<file path="src/rtl/inv_kinematics_calculator_if.sv">
// Request/result bundle of the mecanum inverse-kinematics engine: body-velocity command in,
// four wheel-speed setpoints plus status out.
interface inv_kinematics_calculator_if #(
    parameter int N_WIDTH = 17
);
    logic                      INV_KINEMATICS_START_InLow;
    logic signed [N_WIDTH-1:0] INV_KINEMATICS_VX_InBus;
    logic signed [N_WIDTH-1:0] INV_KINEMATICS_VY_InBus;
    logic signed [N_WIDTH-1:0] INV_KINEMATICS_WZ_InBus;
    logic signed [N_WIDTH-1:0] INV_KINEMATICS_W1_OutBus;
    logic signed [N_WIDTH-1:0] INV_KINEMATICS_W2_OutBus;
    logic signed [N_WIDTH-1:0] INV_KINEMATICS_W3_OutBus;
    logic signed [N_WIDTH-1:0] INV_KINEMATICS_W4_OutBus;
    logic                      INV_KINEMATICS_BUSY_Out;
    logic                      INV_KINEMATICS_VALID_Out;
    logic                      INV_KINEMATICS_SAT_Out;

    modport master (
        output INV_KINEMATICS_START_InLow, INV_KINEMATICS_VX_InBus,
               INV_KINEMATICS_VY_InBus, INV_KINEMATICS_WZ_InBus,
        input  INV_KINEMATICS_W1_OutBus, INV_KINEMATICS_W2_OutBus,
               INV_KINEMATICS_W3_OutBus, INV_KINEMATICS_W4_OutBus,
               INV_KINEMATICS_BUSY_Out, INV_KINEMATICS_VALID_Out, INV_KINEMATICS_SAT_Out
    );

    modport slave (
        input  INV_KINEMATICS_START_InLow, INV_KINEMATICS_VX_InBus,
               INV_KINEMATICS_VY_InBus, INV_KINEMATICS_WZ_InBus,
        output INV_KINEMATICS_W1_OutBus, INV_KINEMATICS_W2_OutBus,
               INV_KINEMATICS_W3_OutBus, INV_KINEMATICS_W4_OutBus,
               INV_KINEMATICS_BUSY_Out, INV_KINEMATICS_VALID_Out, INV_KINEMATICS_SAT_Out
    );
endinterface

</file>
<file path="src/rtl/inv_kinematics_calculator.sv">
// Mecanum inverse kinematics (vx, vy, wz) -> W1..W4 using one shared multiplier over an 8-cycle FSM.
// Define INV_KINEMATICS_SATURATE_EN to clamp wheel speeds and report SAT_Out; otherwise results wrap.
module inv_kinematics_calculator #(
    parameter int N_WIDTH = 17,
    parameter int Q_WIDTH = 8,
    parameter int K_GEOM  = 64,
    parameter int INV_R   = 6400
) (
    input  logic                              INV_KINEMATICS_CLOCK_50,
    input  logic                              INV_KINEMATICS_Reset_InHigh,
    inv_kinematics_calculator_if.slave        bus
);
    localparam int S_W = N_WIDTH + 2;
    localparam int P_W = S_W + N_WIDTH;

    localparam logic signed [N_WIDTH-1:0] C_K     = N_WIDTH'(K_GEOM);
    localparam logic signed [N_WIDTH-1:0] C_INV_R = N_WIDTH'(INV_R);
    localparam logic signed [P_W-1:0]     C_MAX   = P_W'((longint'(1) <<< (N_WIDTH - 1)) - 1);
    localparam logic signed [P_W-1:0]     C_MIN   = -C_MAX - P_W'(1);

    typedef enum logic [2:0] {
        S_IDLE, S_MULK, S_SUM, S_MUL1, S_MUL2, S_MUL3, S_MUL4, S_DONE
    } state_t;

    state_t                     r_state;
    logic signed [N_WIDTH-1:0]  r_vx, r_vy, r_wz;
    logic signed [S_W-1:0]      r_kw;
    logic signed [S_W-1:0]      r_s [4];
    logic signed [N_WIDTH-1:0]  r_t [4];
    logic        [3:0]          r_sat_flags;
    logic signed [N_WIDTH-1:0]  r_w [4];
    logic                       r_busy, r_valid, r_sat;

    logic signed [S_W-1:0]      w_mul_a;
    logic signed [N_WIDTH-1:0]  w_mul_b;
    logic signed [P_W-1:0]      w_product;
    logic signed [P_W-1:0]      w_shifted;

    // Reduce a shifted product to a wheel word; MSB of the result is the clip flag.
    function automatic logic [N_WIDTH:0] f_reduce(input logic signed [P_W-1:0] v);
`ifdef INV_KINEMATICS_SATURATE_EN
        if (v > C_MAX)      return {1'b1, C_MAX[N_WIDTH-1:0]};
        else if (v < C_MIN) return {1'b1, C_MIN[N_WIDTH-1:0]};
        else                return {1'b0, v[N_WIDTH-1:0]};
`else
        return {1'b0, v[N_WIDTH-1:0]};
`endif
    endfunction

    // NOTE: every variable gets a default before the case, so no latch can be inferred.
    always_comb begin
        w_mul_a = r_s[0];
        w_mul_b = C_INV_R;
        case (r_state)
            S_MULK: begin
                w_mul_a = S_W'(r_wz);
                w_mul_b = C_K;
            end
            S_MUL2:  w_mul_a = r_s[1];
            S_MUL3:  w_mul_a = r_s[2];
            S_MUL4:  w_mul_a = r_s[3];
            default: ;
        endcase
    end

    assign w_product = P_W'(w_mul_a) * P_W'(w_mul_b);
    assign w_shifted = w_product >>> Q_WIDTH;

    // NOTE: state uses non-blocking assignments; the small working registers are reset too,
    // since an aborted request must leave nothing behind.
    always_ff @(posedge INV_KINEMATICS_CLOCK_50 or posedge INV_KINEMATICS_Reset_InHigh) begin
        if (INV_KINEMATICS_Reset_InHigh) begin
            r_state     <= S_IDLE;
            r_vx        <= '0;
            r_vy        <= '0;
            r_wz        <= '0;
            r_kw        <= '0;
            r_sat_flags <= '0;
            r_busy      <= 1'b0;
            r_valid     <= 1'b0;
            r_sat       <= 1'b0;
            for (int i = 0; i < 4; i++) begin
                r_s[i] <= '0;
                r_t[i] <= '0;
                r_w[i] <= '0;
            end
        end else begin
            r_valid <= 1'b0;
            case (r_state)
                S_IDLE: begin
                    if (!bus.INV_KINEMATICS_START_InLow) begin
                        r_vx    <= bus.INV_KINEMATICS_VX_InBus;
                        r_vy    <= bus.INV_KINEMATICS_VY_InBus;
                        r_wz    <= bus.INV_KINEMATICS_WZ_InBus;
                        r_busy  <= 1'b1;
                        r_state <= S_MULK;
                    end
                end
                S_MULK: begin
                    r_kw    <= w_shifted[S_W-1:0];
                    r_state <= S_SUM;
                end
                S_SUM: begin
                    r_s[0]  <= S_W'(r_vx) - S_W'(r_vy) - r_kw;
                    r_s[1]  <= S_W'(r_vx) + S_W'(r_vy) + r_kw;
                    r_s[2]  <= S_W'(r_vx) + S_W'(r_vy) - r_kw;
                    r_s[3]  <= S_W'(r_vx) - S_W'(r_vy) + r_kw;
                    r_state <= S_MUL1;
                end
                S_MUL1: begin
                    {r_sat_flags[0], r_t[0]} <= f_reduce(w_shifted);
                    r_state <= S_MUL2;
                end
                S_MUL2: begin
                    {r_sat_flags[1], r_t[1]} <= f_reduce(w_shifted);
                    r_state <= S_MUL3;
                end
                S_MUL3: begin
                    {r_sat_flags[2], r_t[2]} <= f_reduce(w_shifted);
                    r_state <= S_MUL4;
                end
                S_MUL4: begin
                    {r_sat_flags[3], r_t[3]} <= f_reduce(w_shifted);
                    r_state <= S_DONE;
                end
                S_DONE: begin
                    for (int i = 0; i < 4; i++) r_w[i] <= r_t[i];
                    r_sat   <= |r_sat_flags;
                    r_valid <= 1'b1;
                    r_busy  <= 1'b0;
                    r_state <= S_IDLE;
                end
                default: r_state <= S_IDLE;
            endcase
        end
    end

    assign bus.INV_KINEMATICS_W1_OutBus = r_w[0];
    assign bus.INV_KINEMATICS_W2_OutBus = r_w[1];
    assign bus.INV_KINEMATICS_W3_OutBus = r_w[2];
    assign bus.INV_KINEMATICS_W4_OutBus = r_w[3];
    assign bus.INV_KINEMATICS_BUSY_Out  = r_busy;
    assign bus.INV_KINEMATICS_VALID_Out = r_valid;
    assign bus.INV_KINEMATICS_SAT_Out   = r_sat;
endmodule

</file>
<file path="src/flat_wrapper.sv">
// flat-port wrapper written by rule: the top's interface ports become plain ports
module inv_kinematics_calculator_flat 
#(
    parameter int N_WIDTH = 17,
    parameter int Q_WIDTH = 8,
    parameter int K_GEOM  = 64,
    parameter int INV_R   = 6400
)
  (INV_KINEMATICS_CLOCK_50, INV_KINEMATICS_Reset_InHigh, bus_INV_KINEMATICS_START_InLow, bus_INV_KINEMATICS_VX_InBus, bus_INV_KINEMATICS_VY_InBus, bus_INV_KINEMATICS_WZ_InBus, bus_INV_KINEMATICS_W1_OutBus, bus_INV_KINEMATICS_W2_OutBus, bus_INV_KINEMATICS_W3_OutBus, bus_INV_KINEMATICS_W4_OutBus, bus_INV_KINEMATICS_BUSY_Out, bus_INV_KINEMATICS_VALID_Out, bus_INV_KINEMATICS_SAT_Out);
  inv_kinematics_calculator_if #(.N_WIDTH(N_WIDTH)) bus_i ();
  input  logic INV_KINEMATICS_CLOCK_50;
  input  logic INV_KINEMATICS_Reset_InHigh;
  input wire logic [$bits(bus_i.INV_KINEMATICS_START_InLow)-1:0] bus_INV_KINEMATICS_START_InLow;
  input wire logic [$bits(bus_i.INV_KINEMATICS_VX_InBus)-1:0] bus_INV_KINEMATICS_VX_InBus;
  input wire logic [$bits(bus_i.INV_KINEMATICS_VY_InBus)-1:0] bus_INV_KINEMATICS_VY_InBus;
  input wire logic [$bits(bus_i.INV_KINEMATICS_WZ_InBus)-1:0] bus_INV_KINEMATICS_WZ_InBus;
  output wire logic [$bits(bus_i.INV_KINEMATICS_W1_OutBus)-1:0] bus_INV_KINEMATICS_W1_OutBus;
  output wire logic [$bits(bus_i.INV_KINEMATICS_W2_OutBus)-1:0] bus_INV_KINEMATICS_W2_OutBus;
  output wire logic [$bits(bus_i.INV_KINEMATICS_W3_OutBus)-1:0] bus_INV_KINEMATICS_W3_OutBus;
  output wire logic [$bits(bus_i.INV_KINEMATICS_W4_OutBus)-1:0] bus_INV_KINEMATICS_W4_OutBus;
  output wire logic [$bits(bus_i.INV_KINEMATICS_BUSY_Out)-1:0] bus_INV_KINEMATICS_BUSY_Out;
  output wire logic [$bits(bus_i.INV_KINEMATICS_VALID_Out)-1:0] bus_INV_KINEMATICS_VALID_Out;
  output wire logic [$bits(bus_i.INV_KINEMATICS_SAT_Out)-1:0] bus_INV_KINEMATICS_SAT_Out;
  assign bus_i.INV_KINEMATICS_START_InLow = bus_INV_KINEMATICS_START_InLow;
  assign bus_i.INV_KINEMATICS_VX_InBus = bus_INV_KINEMATICS_VX_InBus;
  assign bus_i.INV_KINEMATICS_VY_InBus = bus_INV_KINEMATICS_VY_InBus;
  assign bus_i.INV_KINEMATICS_WZ_InBus = bus_INV_KINEMATICS_WZ_InBus;
  assign bus_INV_KINEMATICS_W1_OutBus = bus_i.INV_KINEMATICS_W1_OutBus;
  assign bus_INV_KINEMATICS_W2_OutBus = bus_i.INV_KINEMATICS_W2_OutBus;
  assign bus_INV_KINEMATICS_W3_OutBus = bus_i.INV_KINEMATICS_W3_OutBus;
  assign bus_INV_KINEMATICS_W4_OutBus = bus_i.INV_KINEMATICS_W4_OutBus;
  assign bus_INV_KINEMATICS_BUSY_Out = bus_i.INV_KINEMATICS_BUSY_Out;
  assign bus_INV_KINEMATICS_VALID_Out = bus_i.INV_KINEMATICS_VALID_Out;
  assign bus_INV_KINEMATICS_SAT_Out = bus_i.INV_KINEMATICS_SAT_Out;
  inv_kinematics_calculator #(.N_WIDTH(N_WIDTH), .Q_WIDTH(Q_WIDTH), .K_GEOM(K_GEOM), .INV_R(INV_R)) u_core (.INV_KINEMATICS_CLOCK_50(INV_KINEMATICS_CLOCK_50), .INV_KINEMATICS_Reset_InHigh(INV_KINEMATICS_Reset_InHigh), .bus(bus_i));
endmodule
</file>
<file path="config.mk">
export PLATFORM = sky130hd
export DESIGN_NAME = inv_kinematics_calculator_flat
export DESIGN_NICKNAME = d
export VERILOG_FILES = /design/src/rtl/inv_kinematics_calculator_if.sv /design/src/rtl/inv_kinematics_calculator.sv /design/src/flat_wrapper.sv
export SDC_FILE = /design/constraint.sdc
export NUM_CORES = 1
export LEC_CHECK = 0
export CORE_MARGIN = 2
export CORE_UTILIZATION = 45
export CTS_BUF_LIST = sky130_fd_sc_hd__clkbuf_2 sky130_fd_sc_hd__clkbuf_4 sky130_fd_sc_hd__clkbuf_8
export CTS_CLUSTER_SIZE = 25
export DETAILED_ROUTE_END_ITERATION = 10
export GPL_ROUTABILITY_DRIVEN = 0
export GPL_TIMING_DRIVEN = 0
export HOLD_SLACK_MARGIN = 0.02
export MAX_ROUTING_LAYER = met4
export PLACE_DENSITY = 0.66
export SYNTH_ARGS = -nofsm -noshare
export SYNTH_HDL_FRONTEND = slang
export SYNTH_SLANG_ARGS = --single-unit
</file>
<file path="constraint.sdc">
create_clock -name INV_KINEMATICS_CLOCK_50 -period 27.4 [get_ports INV_KINEMATICS_CLOCK_50]
set_input_delay 5.48 -clock INV_KINEMATICS_CLOCK_50 [delete_from_list [all_inputs] [get_ports INV_KINEMATICS_CLOCK_50]]
set_output_delay 5.48 -clock INV_KINEMATICS_CLOCK_50 [all_outputs]
set_load 0.01 [all_outputs]
</file>
## Word level (Yosys, flattened, before mapping)

Cells that the tools add are included.
W data, S select, Z words.

| operators by class | value |
|---|---|
| multiplexer cells | 7 |
| equal/unequal tests | 8 |
| $add $sub $neg | 6 |
| $mul | 1 |
| bitwise operators | 1 |
| reductions and logical operators | 4 |

Operators by type and width:

| operator | count |
|---|---|
| $pmux W19 S4 | 1 |
| $add A19 B19 Y19 | 2 |
| $sub A19 B19 Y19 | 2 |
| $mul A19 B14 Y27 | 1 |
| $pmux W3 S8 | 1 |
| $add A17 B17 Y18 | 1 |
| $sub A17 B17 Y18 | 1 |
| $mux W13 | 1 |
| $eq A3 B3 Y1 const B | 4 |
| $eq A3 B2 Y1 const B | 2 |
| $reduce_and A2 Y1 | 2 |
| $eq A3 B1 Y1 const B | 1 |
| $logic_not A3 Y1 | 1 |
| $mux W3 | 1 |
| $mux W1 | 2 |
| $ne A2 B2 Y1 const B | 1 |
| $pmux W1 S2 | 1 |
| $reduce_bool A2 Y1 | 1 |
| $not A1 Y1 | 1 |

| storage, ports and cells | value |
|---|---|
| bits in registers | 287 |
| logic and storage cells | 46 |

## Longest topological paths before layout

Gate-level depths: netlist of run 1.

| depth | value |
|---|---|
| depth in word-level cells | 3 |
| depth in mapped cells | 26 |
| mapped depth without buffers | 24 |

## Worst setup path before layout of run 1

Ideal clock, no wire load.

| timing path | value |
|---|---|
| path type | input port to flip-flop |
| from | input bus_INV_KINEMATICS_START_InLow |
| to | register u_core.r_vy[10] |
| setup slack | 20.575 ns |
| buffers on the path | 2 |
| stages | 5 |
| data arrival time | 6.742 ns |
| cells stage by stage | nor4_1 clkbuf_1 clkbuf_1 nand2_1 o21ai_0 |

| on the way | value |
|---|---|
| longest elaborated chain between the ends | 2 |

Ends and longest elaborated chain:

| item | RTL line | RTL |
|---|---|---|
| start: declaration | flat_wrapper.sv:13 | `input wire logic [$bits(bus_i.INV_KINEMATICS_START_InLow)-1:0] bus_INV_KINEMATICS_START_InLow;` |
| $not A1 Y1 (no source line) | - |  |
| $reduce_and A2 Y1 (no source line) | - |  |
| end signal: assignment | inv_kinematics_calculator.sv:93 | `r_vy <= bus.INV_KINEMATICS_VY_InBus;` |
| end: declaration | inv_kinematics_calculator.sv:26 | `logic signed [N_WIDTH-1:0] r_vx, r_vy, r_wz;` |

No other way between the ends.
A chain may end at the register's enable or synchronous reset.

## Worst setup path after layout of run 1

| timing path | value |
|---|---|
| from | register u_core.r_state[2] |
| to | register u_core.r_t[32] (netlist bit) |

| on the way | value |
|---|---|
| longest elaborated chain between the ends | 3 |
| elaborated cells on any way between the ends | 7 |
| classes of those cells | mul: 1; eq/ne: 4; mux: 2 |

Ends and longest elaborated chain:

| item | RTL line | RTL |
|---|---|---|
| start: declaration | inv_kinematics_calculator.sv:25 | `state_t r_state;` |
| start signal: assignment | inv_kinematics_calculator.sv:73 | `r_state <= S_IDLE;` |
| start signal: assignment | inv_kinematics_calculator.sv:96 | `r_state <= S_MULK;` |
| start signal: assignment | inv_kinematics_calculator.sv:101 | `r_state <= S_SUM;` |
| $eq A3 B3 Y1 / $eq A3 B1 Y1 (equally long branches) | - |  |
| $pmux W19 S4 / $mux W13 (equally long branches) | inv_kinematics_calculator.sv:54 | `case (r_state)` |
| $mul A19 B14 Y27 | inv_kinematics_calculator.sv:66 | `assign w_product = P_W'(w_mul_a) * P_W'(w_mul_b);` |
| end: declaration | inv_kinematics_calculator.sv:29 | `logic signed [N_WIDTH-1:0] r_t [4];` |

Several ways; a longest one is shown, not always the timed one.

==> impl_metrics.json, run 1 <==
{
  "status": "complete, no violations",
  "synth_warnings": 0,
  "drc": 0,
  "detail_route.wl_per_cell_um": 18.30,
  "final_common_cell": "dfrtp_1",
  "synth.cell_area_um2": 18020,
  "grt_remaining_overflow": 0,
  "core_um2": 39640,
  "cts_resized": 0,
  "clk_pin_slew_ns": 0.06,
  "diodes": 0,
  "max_slew_margin": 0.2518,
  "min_path_type": "reg -> reg",
  "required_ns": 27.87,
  "synthMuxAreaShare": 0.07678,
  "post-route-period-util": 0.2981,
  "async_flop_share": 1.000,
  "crit_family": "compound AO/OA/AOI/OAI gates",
  "syn_to_final_growth_pct": 16.80,
  "synth_top_flop_cell": "dfrtp_1",
  "port_buffers": 121,
  "hold_start": "u_core.r_s[41]",
  "worstPathArrival_ns": 8.64,
  "avgSynthCellArea_um2": 9.716,
  "instances_no_fill": 2590,
  "tns_ns": 0,
  "cts_buffers": 49,
  "drt-initial-drc-count": 850,
  "critPathLaunchType": "register",
  "min_to": "u_core.r_s[41]",
  "rows": 73,
  "fin_crit_ns": 8.168,
  "finalSetupViolCount": 0,
  "postCtsSetupRepairBufs": 0,
  "r2r-end": "u_core.r_t[32]",
  "slew_violations": 0,
  "hold_viol_final": 0,
  "drive_gt1_frac": 0.1264,
  "critPathKind": "reg -> reg",
  "worst_pin_slew_ns": 1.122,
  "start_util": 0.4547,
  "synthSimpleGateAreaFrac": 0.1211,
  "final_cell_mix": "283 x dfrtp_1, 225 x nand2_1, 187 x ha_1",
  "die_area_um2": 41670,
  "r2r-start": "u_core.r_state[2]",
  "cpMostUsedCell": "ha_1",
  "holdBufCountCts": 0,
  "rsz0062_at_grt": "no",
  "wl_mm": 47.40,
  "grt_usage": 0.2382,
  "synth_top_family_by_area": "adder cells",
  "ys_seq_elements": 283,
  "worstRegToRegCells": 24,
  "grt_pass1_wl_mm": 74.97,
  "cts_tree": "built",
  "clk_path_buf_depth": 3,
  "num_vias": 14100,
  "critPathMaxFanout": 10,
  "synth_edf_count": 0,
  "synth_xor_area_frac": 0.04901,
  "synth_cell_types": 88,
  "clk_latency_ns": 0.64,
  "cts_root_buf": "clkbuf_8",
  "ys_seq_area_frac": 0.3929,
  "dp_hpwl_mm": 36.69,
  "antenna_left": 0,
  "clock.fmax_mhz": 122.4,
  "antenna_found_initial": 0,
  "ff2ff_setup_slack_ns": 19.23,
  "path_buf_inv": 5,
  "viasPerCell": 5.445,
  "cp_slowest_cell": "a21oi_1",
  "grt_max_degree": 130,
  "placed_cells": 2504,
  "drtPass1Iterations": 7,
  "worst-path-stages": 24,
  "synthAdderAreaFrac": 0.1642,
  "slowest_delay_ns": 0.88,
  "endpoint_kind": "register",
  "grt_pass1_vias": 14140,
  "die_w_um": 204.1,
  "crit_chain": "buf_2, clkbuf_1, inv_1, a21oi_1, o22ai_1, a21oi_1, ha_1, inv_1, fa_1, fa_1, inv_1, ha_1, ha_1, ha_1, ha_1, a21o_1, a21oi_1, o21ai_0, a21oi_1, o21ai_0, a2111oi_0, nor2_1, xnor2_1, o21ai_0",
  "skew_ns": 0.03637,
  "pin_count": 125,
  "synthCells": 1855,
  "nNetsFinal": 2302,
  "cts-htree-levels": 2,
  "die_h_um": 204.1,
  "whs_path_depth": 2,
  "cts_sinks": 283,
  "synth-compound-area-share": 0.1464,
  "drv_cap": 0
}
-- state kept, by name, summed over array words and instances (netlist names) --
signal                               count
u_core.bus.INV_KINEMATICS_BUSY_Out       1
u_core.bus.INV_KINEMATICS_VALID_Out      1
u_core.bus.INV_KINEMATICS_W1_OutBus     17
u_core.bus.INV_KINEMATICS_W2_OutBus     17
u_core.bus.INV_KINEMATICS_W3_OutBus     17
u_core.bus.INV_KINEMATICS_W4_OutBus     17
u_core.r_kw                             19
u_core.r_s                              74
u_core.r_state                           3
u_core.r_t                              68
u_core.r_vx                             17
u_core.r_vy                             17
u_core.r_wz                             15
-- Yosys cell counts, types with 12 or more instances --
master | instances | area, µm²
nand2_1 | 225 | 844.6
a21o_1 | 18 | 135.1
o22ai_1 | 13 | 81.33
a21oi_1 | 81 | 405.4
nand2b_1 | 28 | 175.2
nor2_1 | 108 | 405.4
a31oi_1 | 12 | 75.07
xor2_1 | 24 | 210.2
clkbuf_1 | 61 | 229.0
nor3_1 | 19 | 95.09
and2_1 | 14 | 87.58
dfrtp_1 | 283 | 7082
nor2b_1 | 12 | 75.07
xnor2_1 | 75 | 656.9
ha_1 | 187 | 2340
nand3_1 | 21 | 105.1
fa_1 | 31 | 620.6
o21ai_0 | 175 | 875.8
mux2_2 | 118 | 1329
inv_1 | 139 | 521.8
buf_1 | 12 | 45.04
or3_1 | 18 | 112.6
-- layout make-up --
cell class | count | area, µm²
Fill cell | 3643 | 18590
Sequential cell | 283 | 7082
Clock inverter | 13 | 182.7
Inverter | 141 | 536.8
Tap cell | 525 | 656.9
Multi-Input combinational cell | 1346 | 10060
Timing Repair Buffer | 123 | 1266
Buffer | 86 | 360.3
Clock buffer | 73 | 904.6
-- metrics by stage --
stage          cell area [µm²]  setup WS [ns]  hold slack (ns)    util
2_1_floorplan            18030          14.11           0.4370       -
3_3_place_gp             19900          10.72           0.4576  0.5019
3_5_place_dp             19960          19.23           0.4634  0.5036
4_1_cts                  21050          19.33           0.4772  0.5311
5_1_grt                  21050          19.13           0.5003  0.5311
6_report                 21050          19.23           0.4681  0.5311
-- worst reg2reg max path, delay by kind of cell, from the launching register on --
kind | cells | cell delay, ns
fa+ha+maj | 7 | 2.54
xor+xnor | 1 | 0.63
buf+inv | 5 | 1.18
simple gates | 1 | 0.11
flops | 1 | 0.34
compound gates | 10 | 3.18
-- routing by layer --
layer	vias to the layer above	global-route usage	wire length [µm]
met5	-	-	0
met2	403	0.3858	22260
li1	6728	-	-
met4	0	0.08282	1458
met3	98	0.02790	2339
met1	6873	0.3105	21340
-- kinds of logic (layout without fill, tap and decap cells) --
kind of cell | Yosys count | in the layout
AOI/OAI and AO/OA | 419 | 419
xor gates and xnor gates | 100 | 100
adders and majority gates | 218 | 218
buffers and inverters | 227 | 436
DFF | 283 | 283
muxes | 123 | 123
other | 1 | 2
and+or+nand+nor | 484 | 484
-- worst max path at each step --
stage	startpoint	endpoint	slack, ns
2_1_floorplan	INV_KINEMATICS_Reset_InHigh	u_core.bus.INV_KINEMATICS_BUSY_Out	14.11
3_3_place_gp	INV_KINEMATICS_Reset_InHigh	u_core.bus.INV_KINEMATICS_VALID_Out	10.72
3_5_place_dp	bus_INV_KINEMATICS_START_InLow	u_core.r_vx[6]	19.23
4_1_cts	u_core.r_state[2]	u_core.r_t[32]	19.33
5_1_grt	u_core.r_state[2]	u_core.r_t[32]	19.13
6_report	u_core.r_state[2]	u_core.r_t[32]	19.23
Power of run 1 is not shown: default switching activity piles up to over one toggle a cycle in this logic, so the estimate is an artifact.
==> inputs of run 2 (changes only) <==
--- a/config.mk
+++ b/config.mk
@@ -14,7 +14,7 @@
 export GPL_TIMING_DRIVEN = 0
 export HOLD_SLACK_MARGIN = 0.02
 export MAX_ROUTING_LAYER = met4
-export PLACE_DENSITY = 0.66
+export PLACE_DENSITY = 0.68
 export SYNTH_ARGS = -nofsm -noshare
 export SYNTH_HDL_FRONTEND = slang
 export SYNTH_SLANG_ARGS = --single-unit
==> constraint.sdc (replaced) <==
create_clock -name INV_KINEMATICS_CLOCK_50 -period 6.9 [get_ports INV_KINEMATICS_CLOCK_50]
set_input_delay 1.38 -clock INV_KINEMATICS_CLOCK_50 [delete_from_list [all_inputs] [get_ports INV_KINEMATICS_CLOCK_50]]
set_output_delay 1.38 -clock INV_KINEMATICS_CLOCK_50 [all_outputs]
set_load 0.01 [all_outputs]
==> run 2 against run 1 <==
  * Die area unchanged
  * Cell count grew 0.27%
  * Via count stayed put
  * First-iteration DRC count up 7.5%
  * Fmax rose by 24%
  * Flip-flop and latch count did not move
  * Highest routed layer unchanged
==> impl_metrics.json, run 2 (same netlist as run 1, synthesis figures left out) <==
{
  "pin_count": 125,
  "largest_reg_flops": 74,
  "diodes": 0,
  "drt-initial-drc-count": 914,
  "slew_violations": 0,
  "drtPass1Iterations": 5,
  "largest-register": "u_core.r_s",
  "antenna_found_initial": 0,
  "fin_crit_ns": 6.614,
  "required_ns": 7.38,
  "nNetsFinal": 2310,
  "drc": 0,
  "dp_hpwl_mm": 36.67,
  "detail_route.wl_per_cell_um": 17.95,
  "viasPerCell": 5.430,
  "skew_ns": 0.03328,
  "reg_top3": "u_core.r_s: 74 flops, u_core.r_t: 68 flops, u_core.r_kw: 19 flops",
  "rows": 73,
  "die_area_um2": 41670,
  "max_slew_margin": 0.2880,
  "num_vias": 14100,
  "finalSetupViolCount": 0,
  "final_cell_mix": "283 x dfrtp_1, 225 x nand2_1, 187 x ha_1",
  "grt_usage": 0.2331,
  "drive_gt1_frac": 0.1351,
  "hold_viol_final": 0,
  "drv_cap": 0,
  "status": "complete, no violations",
  "post-route-period-util": 0.9585,
  "grt_max_degree": 44,
  "cts_buffers": 50,
  "grt_pass1_vias": 13910,
  "cts_root_buf": "clkbuf_8",
  "die_h_um": 204.1,
  "critPathMaxFanout": 10,
  "critPathKind": "reg -> reg",
  "cts-htree-levels": 2,
  "clk_pin_slew_ns": 0.06,
  "start_util": 0.4547,
  "min_path_type": "reg -> reg",
  "rsz0062_at_grt": "no",
  "clock.fmax_mhz": 151.2,
  "cts_sinks": 283,
  "clk_latency_ns": 0.64,
  "cts_tree": "built",
  "syn_to_final_growth_pct": 17.33,
  "core_um2": 39640,
  "hold_ws_ns": 0.4700,
  "grt_pass1_wl_mm": 73.62,
  "worstPathArrival_ns": 7.09,
  "antenna_left": 0,
  "worst_pin_slew_ns": 1.059,
  "critPathLaunchType": "register",
  "port_buffers": 121,
  "final_common_cell": "dfrtp_1",
  "endpoint_kind": "register",
  "wl_mm": 46.62,
  "clk_path_buf_depth": 3,
  "die_w_um": 204.1,
  "grt_remaining_overflow": 0
}
==> run 2: cell types whose count changed in the layout (fill, tap and decap cells not counted), sizes merged <==
cell	previous run	this run
buf	27	34
clkinv	5	9
bufinv	4	1
inv	143	142
==> run 2: final cells by class <==
class,count,area [µm²]
clock buffer,73,917.1
tap,525,656.9
sequential,283,7082
clock inverter,13,113.9
timing repair buffer,130,1366
multi-input combinational,1346,10110
inverter,141,533.0
buffer,86,370.4
fill,3601,18490
==> run 2: worst paths after layout <==
path	start	to	slack [ns]	cells after the start
worst min-delay path	u_core.r_t[13]	u_core.r_t[13]	0.47	2
worst max register to register	u_core.r_state[1]	u_core.r_t[32]	0.29	24
max in group asynchronous	INV_KINEMATICS_Reset_InHigh	u_core.bus.INV_KINEMATICS_W4_OutBus[13]	3.95	7
min in group asynchronous	INV_KINEMATICS_Reset_InHigh	u_core.r_vy[1]	1.22	2
worst max-delay path	u_core.r_state[1]	u_core.r_t[32]	0.29	24
worst min register to register	u_core.r_t[13]	u_core.r_t[13]	0.47	2
==> run 2: per-layer routing <==
| layer | vias up | GRT usage | wire length (µm) |
|---|---|---|---|
| met5 | - | - | 0 |
| met4 | 0 | 0.07453 | 1226 |
| met3 | 73 | 0.03029 | 2538 |
| met2 | 426 | 0.3771 | 21870 |
| met1 | 6852 | 0.3049 | 20990 |
| li1 | 6751 | - | - |
==> run 2: per-stage QoR <==
| step | setup TNS (ns) | instances | utilization | cell area (µm²) | setup slack, ns |
|---|---|---|---|---|---|
| 6_report | 0 | 2597 | 0.5335 | 21150 | 0.2864 |
| 5_1_grt | 0 | 2597 | 0.5335 | 21150 | 0.02621 |
| 4_1_cts | 0 | 2597 | 0.5327 | 21120 | 0.08141 |
| 3_5_place_dp | -14.53 | 2509 | 0.5057 | 20050 | -0.9685 |
| 3_3_place_gp | -67.44 | 2502 | 0.5020 | 19900 | -0.8824 |
| 2_1_floorplan | 0 | 1856 | - | 18030 | 0.9961 |
==> run 2: what timing repair did <==
item	CTS	global route
gates cloned	0	0
setup buffers	2	0
pin swaps	1	0
hold buffers	0	0
gates resized for setup	9	8
endpoints found under the setup margin	42	19
==> run 2: critical path: stages, from the launching register on <==
cell	delay, ns
dfrtp_1	0.32
clkbuf_1	0.30
nand3b_1	0.46
clkbuf_2	0.44
o22ai_1	0.24
nor2_1	0.12
ha_1	0.31
inv_1	0.08
fa_1	0.44
fa_1	0.54
inv_1	0.04
ha_1	0.29
ha_1	0.30
ha_1	0.32
ha_1	0.29
a21o_1	0.16
a21oi_1	0.21
o21ai_0	0.12
a21oi_1	0.22
o21ai_1	0.22
a2111oi_1	0.42
nor2_1	0.15
xnor2_2	0.19
buf_4	0.17
o21ai_0	0.09
Power of run 2 is left out for the same reason.
==> inputs of run 3 (changes only) <==
--- a/config.mk
+++ b/config.mk
@@ -5,8 +5,10 @@
 export SDC_FILE = /design/constraint.sdc
 export NUM_CORES = 1
 export LEC_CHECK = 0
+export CELL_PAD_IN_SITES_DETAIL_PLACEMENT = 1
+export CELL_PAD_IN_SITES_GLOBAL_PLACEMENT = 2
 export CORE_MARGIN = 2
-export CORE_UTILIZATION = 45
+export CORE_UTILIZATION = 36
 export CTS_BUF_LIST = sky130_fd_sc_hd__clkbuf_2 sky130_fd_sc_hd__clkbuf_4 sky130_fd_sc_hd__clkbuf_8
 export CTS_CLUSTER_SIZE = 25
 export DETAILED_ROUTE_END_ITERATION = 10
@@ -14,7 +16,7 @@
 export GPL_TIMING_DRIVEN = 0
 export HOLD_SLACK_MARGIN = 0.02
 export MAX_ROUTING_LAYER = met4
-export PLACE_DENSITY = 0.68
+export PLACE_DENSITY = 0.78
 export SYNTH_ARGS = -nofsm -noshare
 export SYNTH_HDL_FRONTEND = slang
 export SYNTH_SLANG_ARGS = --single-unit
==> run 3 against run 2 <==
  * Die area is 24% higher
  * Via count is 0.49% higher
  * First-iteration DRC count is 44% lower
  * Setup slack better by 0.026 ns
  * Register-to-register slack better by 0.03 ns
  * Clock skew is 0.0085 ns higher
  * Worst hold slack better by 0.0028 ns
  * Final area is 1.8% higher
  * Cell count is 5.9% higher
  * Highest routed layer unchanged
==> impl_metrics.json, run 3 (same netlist as run 1, synthesis figures left out) <==
{
  "status": "complete, no violations",
  "detail_route.wl_per_cell_um": 19.80,
  "die_area_um2": 51870,
  "min_to": "u_core.r_t[11]",
  "reg_top3": "u_core.r_s: 74 flops, u_core.r_t: 68 flops, u_core.r_kw: 19 flops",
  "hold_ws_ns": 0.4728,
  "core_um2": 49150,
  "cts_root_buf": "clkbuf_8",
  "wl_mm": 54.45,
  "drc": 0,
  "required_ns": 7.36,
  "setup_ws_ns": 0.3125,
  "post-route-util": 0.4379,
  "num_vias": 14170,
  "die_h_um": 227.8,
  "max_slew_margin": 0.2192,
  "final_cell_mix": "283 x dfrtp_1, 225 x nand2_1, 187 x ha_1",
  "nNetsFinal": 2320,
  "rows": 81,
  "cts-htree-levels": 2,
  "post-route-period-util": 0.9547,
  "port_buffers": 121,
  "drt-initial-drc-count": 511,
  "place_ws_ns": -1.304,
  "grt_pass1_vias": 15320,
  "clock.fmax_mhz": 151.8,
  "clk_path_buf_depth": 3,
  "critPathKind": "reg -> reg",
  "antenna_found_initial": 0,
  "drtPass1Iterations": 5,
  "critPathLaunchType": "register",
  "hold_viol_final": 0,
  "endpoint_kind": "register",
  "whs_path_depth": 2,
  "antenna_left": 0,
  "grt_usage": 0.2175,
  "grt_remaining_overflow": 0,
  "min_path_type": "reg -> reg",
  "clk_pin_slew_ns": 0.06,
  "largest-register": "u_core.r_s",
  "ff2ff_setup_slack_ns": 0.31,
  "r2r-end": "u_core.r_t[45]",
  "hold_start": "u_core.r_t[11]",
  "pin_count": 125,
  "start_util": 0.3667,
  "skew_ns": 0.04180,
  "holdBufCountCts": 0,
  "finalSetupViolCount": 0,
  "drive_gt1_frac": 0.1433,
  "diodes": 0,
  "slew_violations": 0,
  "clk_latency_ns": 0.66,
  "grt_max_degree": 43,
  "largest_reg_flops": 74,
  "final_common_cell": "dfrtp_1",
  "drv_cap": 0,
  "r2r-start": "u_core.r_state[2]",
  "tns_ns": 0,
  "viasPerCell": 5.153,
  "die_w_um": 227.8,
  "worst_pin_slew_ns": 1.171,
  "grt_pass1_wl_mm": 85.92,
  "syn_to_final_growth_pct": 19.42,
  "cts_sinks": 283,
  "worstRegToRegCells": 23,
  "worstPathArrival_ns": 7.04,
  "fin_crit_ns": 6.588,
  "critPathMaxFanout": 10,
  "cts_tree": "built",
  "dp_hpwl_mm": 43.46,
  "cts_buffers": 51,
  "rsz0062_at_grt": "no"
}
## run 3: final cells by class
cell class / count / area, µm²
fillers: 5580 / 27630
multi-input cells: 1346 / 10100
flip-flops and latches: 283 / 7082
repair buffers: 140 / 1461
clock buffers: 74 / 943.4
well taps: 664 / 830.8
inverters: 141 / 536.8
plain buffers: 85 / 372.9
clock inverters: 17 / 193.9
## run 3: how the worst max path moves through the flow
stage	to	from	cells past startpoint
floorplan	u_core.r_t[15]	u_core.r_state[1]	24
finish	u_core.r_t[45]	u_core.r_state[2]	23
global placement	u_core.r_t[49]	u_core.r_state[2]	24
detailed placement	u_core.r_t[49]	u_core.r_state[2]	24
global route	u_core.r_t[49]	u_core.r_state[1]	24
CTS	u_core.r_t[45]	u_core.r_state[2]	21
## run 3: routing by layer
metal	part of all wire	track usage	up-vias
li1	-	-	6767
met1	0.46	0.2711	7073
met2	0.48	0.3643	228
met3	0.035	0.02760	103
met4	0.031	0.07484	0
met5	0	-	-
## run 3: worst max-delay path, cell delays in order, from the launching register on
cell	delay, ns
dfrtp_1	0.32
buf_2	0.19
buf_2	0.33
clkinvlp_4	0.23
a21oi_4	0.21
buf_4	0.15
o22ai_1	0.08
nor2_2	0.25
ha_1	0.27
inv_1	0.08
fa_1	0.45
fa_1	0.55
inv_1	0.04
ha_1	0.29
ha_1	0.30
ha_1	0.32
ha_1	0.31
a21o_1	0.17
a21oi_1	0.22
o21ai_0	0.12
a21oi_1	0.27
o21ai_1	0.22
xnor2_1	0.77
o21ai_0	0.22
## run 3: metrics by stage
| stage | area [µm²] | cells |
|---|---|---|
| after floorplan | 18030 | 1856 |
| after global placement | 20070 | 2641 |
| after detailed placement | 20250 | 2650 |
| after CTS | 21480 | 2747 |
| after global routing | 21520 | 2750 |
| final | 21520 | 2750 |
## run 3: timing repair
item / 4_1_cts / 5_1_grt
pin swaps: 2 / 0
setup endpoints to repair: 47 / 30
resized for setup: 12 / 14
setup buffers: 6 / 4
gates cloned: 0 / 0
Power of run 3 is left out for the same reason.
